### src/rtl/ff_bank_pkg.sv
// Shared types and the per-bit next-state function for the multi-mode flop bank.
package ff_bank_pkg;

  typedef enum logic [1:0] {
    MODE_D  = 2'b00,
    MODE_T  = 2'b01,
    MODE_JK = 2'b10,
    MODE_SR = 2'b11
  } mode_t;

  // Returns {nxt, illegal}; illegal flags S=R=1 in SR mode, where the bit holds.
  function automatic logic [1:0] next_bit(mode_t mode, logic q, logic a, logic b);
    logic nxt;
    logic illegal;
    nxt     = q;
    illegal = 1'b0;
    case (mode)
      MODE_D: nxt = a;
      MODE_T: nxt = q ^ a;
      MODE_JK: begin
        case ({a, b})
          2'b10:   nxt = 1'b1;
          2'b01:   nxt = 1'b0;
          2'b11:   nxt = ~q;
          default: nxt = q;
        endcase
      end
      MODE_SR: begin
        case ({a, b})
          2'b10:   nxt = 1'b1;
          2'b01:   nxt = 1'b0;
          2'b11:   illegal = 1'b1;
          default: nxt = q;
        endcase
      end
      default: nxt = q;
    endcase
    return {nxt, illegal};
  endfunction

endpackage

### src/rtl/ff_cell.sv
// One bit of the multi-mode flop bank; exposes its next value so the top can
// derive the change pulse and toggle count without recomputing the mode decode.
module ff_cell
  import ff_bank_pkg::*;
#(
  parameter logic RESET_BIT = 1'b0
) (
  input  logic       clk_i,
  input  logic       rst_i,
  input  logic       clr_i,
  input  logic       en_i,
  input  logic [1:0] mode_i,
  input  logic       a_i,
  input  logic       b_i,
  output logic       q_o,
  output logic       nxt_o,
  output logic       illegal_o
);

  logic       q_q;
  logic       q_d;
  logic       illegal;
  logic [1:0] upd;

  always_comb begin
    upd     = next_bit(mode_t'(mode_i), q_q, a_i, b_i);
    q_d     = q_q;
    illegal = 1'b0;
    // clr overrides the update and suppresses the illegal-SR flag.
    if (clr_i) begin
      q_d = RESET_BIT;
    end else if (en_i) begin
      q_d     = upd[1];
      illegal = upd[0];
    end
  end

  always_ff @(posedge clk_i or posedge rst_i) begin
    if (rst_i) q_q <= RESET_BIT;
    else       q_q <= q_d;
  end

  assign q_o       = q_q;
  assign nxt_o     = q_d;
  assign illegal_o = illegal;

endmodule

### src/rtl/ff_bank_multimode.sv
// WIDTH-bit bank of D/T/JK/SR flops under one run-time mode, with change pulse
// and sticky illegal-SR flag. Define FF_BANK_TCOUNT_EN to add the toggle_cnt_o counter.
module ff_bank_multimode
  import ff_bank_pkg::*;
#(
  parameter int unsigned          WIDTH     = 8,
  parameter logic [WIDTH-1:0]     RESET_VAL = '0,
  parameter int unsigned          CNT_W     = 16
) (
  input  logic             clk_i,
  input  logic             rst_i,
  input  logic             clr_i,
  input  logic             en_i,
  input  logic [1:0]       mode_i,
  input  logic [WIDTH-1:0] a_i,
  input  logic [WIDTH-1:0] b_i,
  input  logic             err_clr_i,
`ifdef FF_BANK_TCOUNT_EN
  output logic [CNT_W-1:0] toggle_cnt_o,
`endif
  output logic [WIDTH-1:0] q_o,
  output logic [WIDTH-1:0] qn_o,
  output logic             changed_o,
  output logic             sr_err_o
);

  logic [WIDTH-1:0] q;
  logic [WIDTH-1:0] q_nxt;
  logic [WIDTH-1:0] illegal;

  logic changed_q, changed_d;
  logic sr_err_q,  sr_err_d;

  for (genvar i = 0; i < WIDTH; i++) begin : g_cell
    ff_cell #(
      .RESET_BIT (RESET_VAL[i])
    ) u_cell (
      .clk_i     (clk_i),
      .rst_i     (rst_i),
      .clr_i     (clr_i),
      .en_i      (en_i),
      .mode_i    (mode_i),
      .a_i       (a_i[i]),
      .b_i       (b_i[i]),
      .q_o       (q[i]),
      .nxt_o     (q_nxt[i]),
      .illegal_o (illegal[i])
    );
  end

  // A new illegal SR wins over err_clr in the same cycle.
  always_comb begin
    changed_d = (q_nxt != q);
    sr_err_d  = (|illegal) | (sr_err_q & ~err_clr_i);
  end

  always_ff @(posedge clk_i or posedge rst_i) begin
    if (rst_i) begin
      changed_q <= 1'b0;
      sr_err_q  <= 1'b0;
    end else begin
      changed_q <= changed_d;
      sr_err_q  <= sr_err_d;
    end
  end

`ifdef FF_BANK_TCOUNT_EN
  localparam int unsigned PW    = $clog2(WIDTH + 1);
  localparam int unsigned SUM_W = ((CNT_W > PW) ? CNT_W : PW) + 1;
  localparam logic [SUM_W-1:0] CNT_MAX = SUM_W'((1 << CNT_W) - 1);

  logic [CNT_W-1:0] cnt_q, cnt_d;
  logic [SUM_W-1:0] pop;
  logic [SUM_W-1:0] sum;
  logic [WIDTH-1:0] flips;

  // Saturating accumulate of flipped bits; clr flips count too, only rst zeroes it.
  always_comb begin
    flips = q_nxt ^ q;
    pop   = '0;
    for (int i = 0; i < WIDTH; i++) begin
      pop = pop + SUM_W'(flips[i]);
    end
    sum   = SUM_W'(cnt_q) + pop;
    cnt_d = (sum > CNT_MAX) ? CNT_MAX[CNT_W-1:0] : sum[CNT_W-1:0];
  end

  always_ff @(posedge clk_i or posedge rst_i) begin
    if (rst_i) cnt_q <= '0;
    else       cnt_q <= cnt_d;
  end

  assign toggle_cnt_o = cnt_q;
`endif

  assign q_o       = q;
  assign qn_o      = ~q;
  assign changed_o = changed_q;
  assign sr_err_o  = sr_err_q;

endmodule

### config.mk
export PLATFORM = sky130hd
export DESIGN_NAME = ff_bank_multimode
export DESIGN_NICKNAME = d
export VERILOG_FILES = /design/src/rtl/ff_bank_pkg.sv /design/src/rtl/ff_cell.sv /design/src/rtl/ff_bank_multimode.sv
export SDC_FILE = /design/constraint.sdc
export NUM_CORES = 1
export LEC_CHECK = 0
export ABC_AREA = 0
export ABC_CLOCK_PERIOD_IN_PS = 2600
export BUFFER_PORTS_ARGS = -buffer_cell sky130_fd_sc_hd__buf_2
export CAP_MARGIN = 20
export CORE_ASPECT_RATIO = 0.6
export CORE_MARGIN = 8
export CORE_UTILIZATION = 53
export CTS_CLUSTER_DIAMETER = 200
export DETAILED_ROUTE_END_ITERATION = 8
export PLACE_DENSITY = 0.79
export SETUP_SLACK_MARGIN = 0.1
export SYNTH_ARGS = -nofsm -noshare
export SYNTH_HDL_FRONTEND = slang
export SYNTH_SLANG_ARGS = --single-unit
### constraint.sdc
create_clock -name clk_i -period 2.6 [get_ports clk_i]
set_clock_uncertainty 0.2 [all_clocks]
set_input_delay 0.39 -clock clk_i [delete_from_list [all_inputs] [get_ports clk_i]]
set_output_delay 0.39 -clock clk_i [all_outputs]
set_load 0.005 [all_outputs]
==> load_flow_metrics.sql <==
INSERT INTO impl_metrics (metric_group, metric, value, unit) VALUES
('outcome', 'run_status', 'finished clean', ''),
('setup_path', 'largest_driver_fanout_on_the_critical_path', '28', ''),
('finish', 'final_cell_area', '1650', 'um^2'),
('cts', 'cts-resized-gates', '0', ''),
('cts', 'cts_tree', 'done', ''),
('die', 'die-area', '4820', 'um^2'),
('sta', 'final.setup.worst_slack', '0.492', 'ns'),
('drt', 'drt-wirelength-per-cell', '15.9', 'um'),
('placed_design', 'place.port_buffers', '40', ''),
('sta', 'achievable-frequency', '474', 'MHz'),
('finish', 'drive_above_1_share', '0.269', ''),
('yosys', 'ys_seq_elements', '10', ''),
('sta', 'final-setup-viol-count', '0', ''),
('yosys', 'netlist_area', '1490', 'um^2'),
('global_routing', 'first_global_vias', '1368', ''),
('yosys', 'synth-seq-area-share', '0.168', ''),
('yosys', 'yosys.area_share.xor_xnor', '0', ''),
('sta', 'fin_crit', '2.11', 'ns'),
('setup_path', 'critical-path-max-stage-delay', '0.44', 'ns'),
('cts', 'clk_root_buffer_cell', 'clkbuf_8', ''),
('drt', 'drt-total-wl', '4.02', 'mm'),
('yosys', 'ys.warnings.count', '0', ''),
('global_routing', 'grt_antenna_before_repair', '0', ''),
('drt', 'first_iter_violations', '130', ''),
('yosys', 'muxShareOfSynthArea', '0.0412', ''),
('setup_path', 'crit_path_top_delay_cell', 'buf_2', ''),
('finish', 'areaGrowthSynthToFinish', '11.0', '%'),
('drt', 'route.detailed.drc', '0', ''),
('setup_path', 'crit_path_start', 'mode_i[1]', ''),
('yosys', 'mappedNetlistNets', '233', ''),
('pwr', 'leakagePower', '0.801', 'nW'),
('cts', 'cts_max_level', '1', ''),
('sta', 'worst_hold_slack', '0.235', 'ns'),
('setup_path', 'cp_data_arrival_time', '2.02', 'ns'),
('placed_design', 'post-dp-hpwl', '3.28', 'mm'),
('yosys', 'yosys_most_used_dff', 'dfrtp_1', ''),
('sta', 'setup_repair_after_global_routing_missed_its_margin', 'no', ''),
('yosys', 'synthSimpleGateAreaFrac', '0.196', ''),
('yosys', 'area_share_of_fa_ha_maj_cells_after_synthesis', '0.162', ''),
('setup_path', 'worstSetupEndpointType', 'flip-flop', ''),
('setup_path', 'wp_data_required', '2.52', 'ns'),
('flow_run', 'max-cap-violations', '0', ''),
('finish', 'num-nets-final', '259', ''),
('global_routing', 'gr-total-overflow', '0', ''),
('drt', 'ant_nets', '0', ''),
('sta', 'timing.final.max_slew_violations', '0', ''),
('hold_path', 'worst_hold_path_type', 'primary input to flip-flop', ''),
('pwr', 'power_density', '375', 'nW/um^2'),
('sta', 'worst_slew_pin_slew', '0.547', 'ns'),
('drt', 'viasPerCell', '6.00', ''),
('placed_design', 'placed_area', '1590', 'um^2'),
('placed_design', 'gpl.final_weighted_congestion', '0.937', ''),
('sta', 'hold_violation_total_from_the_final_report', '0', ''),
('yosys', 'per_instance_average_area_after_synthesis', '7.67', 'um^2'),
('cts', 'path_clk_slew', '0.05', 'ns'),
('finish', 'fill_cells', '275', ''),
('sta', 'min_period_over_period', '0.811', ''),
('setup_path', 'rr_startpoint', 'g_cell[7].u_cell.q_o', ''),
('yosys', 'synthCells', '194', ''),
('die', 'io_pins', '41', ''),
('setup_path', 'timing.setup.critical_path_class', 'primary input to flip-flop', ''),
('die', 'coreArea', '2780', 'um^2'),
('drt', 'via_count', '1519', ''),
('die', 'rows', '15', ''),
('die', 'vert_die_dim', '57.1', 'um'),
('hold_path', 'min_delay_src', 'err_clr_i', ''),
('die', 'die_w', '84.4', 'um'),
('finish', 'finish.utilization', '0.595', ''),
('setup_path', 'start_kind', 'primary input', ''),
('sta', 'slew_headroom', '0.635', ''),
('die', 'start_util', '0.536', '');
[path summary, 6_finish.rpt]
check / to / cells past startpoint
min in group asynchronous: g_cell[5].u_cell.q_o / 3
max in group asynchronous: g_cell[6].u_cell.q_o / 3
min reg2reg: sr_err_o / 1
min: sr_err_o / 3
max: changed_o / 6
max reg2reg: changed_o / 6
[registers in the layout, indices dropped and copies added, names as in the netlist]
signal and flops:
g_cell.u_cell.q_o 8, sr_err_o 1, changed_o 1
[cell usage in the layout, fill, tap and decap left out, types with 2 or more instances in the layout]
master    netlist  final
buf_2           4     40
inv_1          21     21
nor2_1         17     17
ha_1           16     16
a21oi_1        15     15
nand2_1        13     13
dfrtp_1        10     10
o21ai_0         8      8
nor4_1          6      6
nand2b_1        5      5
mux2i_1         5      5
a31oi_1         4      4
clkbuf_8        0      4
o22ai_1         3      3
nand3_1         3      3
a22oi_1         3      3
maj3_1          3      3
buf_4           9      3
o21a_1          2      2
inv_2           2      2
o32ai_1         2      2
o221ai_1        2      2
o21ai_1         2      2
a32o_1          2      2
nand4_1         2      2
[cell families (layout without fill, tap and decap cells)]
kind of cell | count (synthesis) | in the layout
flops | 10 | 10
compound gates | 57 | 57
buf+inv | 46 | 71
simple gates | 55 | 55
mux | 6 | 6
fa+ha+maj | 20 | 20
[cell usage after synthesis (all sizes together), types with 2 or more instances]
cell type,number,area share
ha,16,0.13
o221ai,2,0.012
o21ai,10,0.034
nand3,3,0.010
dfrtp,10,0.17
nand2b,7,0.036
o32ai,3,0.023
mux2i,5,0.034
a31oi,4,0.017
o21a,2,0.010
a22oi,3,0.015
nand4,2,0.0084
maj3,4,0.028
a32o,2,0.013
clkbuf,5,0.013
nand2,14,0.040
nor3,2,0.010
o22ai,3,0.013
inv,23,0.058
nor4,6,0.025
nor2,17,0.043
buf,18,0.099
a21oi,15,0.050
[routing by layer]
layer | wire, um | part of all wire | up-vias | GRT usage
li1 | - | - | 740 | -
met3 | 332 | 0.083 | 6 | 0.0587
met4 | 52 | 0.013 | 0 | 0.0327
met1 | 1940 | 0.48 | 714 | 0.221
met5 | 0 | 0 | - | 0
met2 | 1690 | 0.42 | 59 | 0.254
[critical path, delay by kind of cell]
family	cells	cell delay (ns)
compound gates	3	0.60
simple gates	2	0.58
buf+inv	1	0.44
[layout make-up]
class | count | area (um^2) | share of cell area
multi-input cells | 138 | 986 | 0.597
clock buffers | 4 | 55.1 | 0.0333
inverters | 23 | 86.3 | 0.0522
repair buffers | 44 | 233 | 0.141
flip-flops and latches | 10 | 250 | 0.151
well taps | 34 | 42.5 | 0.0257
[power by group]
| group | leakage (nW) | switching, W | internal, W | total [W] |
|---|---|---|---|---|
| combinational | 0.642 | 0.000137 | 0.000105 | 0.000242 |
| sequential | 0.130 | 0.0000161 | 0.000168 | 0.000184 |
| clock | 0.0288 | 0.0000604 | 0.000133 | 0.000193 |
| total | 0.801 | 0.000213 | 0.000406 | 0.000620 |
[stage by stage]
step | power [W] | std cells
after global placement | 0.000421 | 248
after floorplan | 0.000359 | 194
after detailed placement | 0.000425 | 248
after global routing | 0.000661 | 253
final | 0.000620 | 253
after CTS | 0.000621 | 253
[timing repair]
item,CTS,global route
hold buffers,1,0
setup buffers,0,0
endpoints found under the hold margin,10,0
No activity file was read; power rests on OpenSTA's default activity.
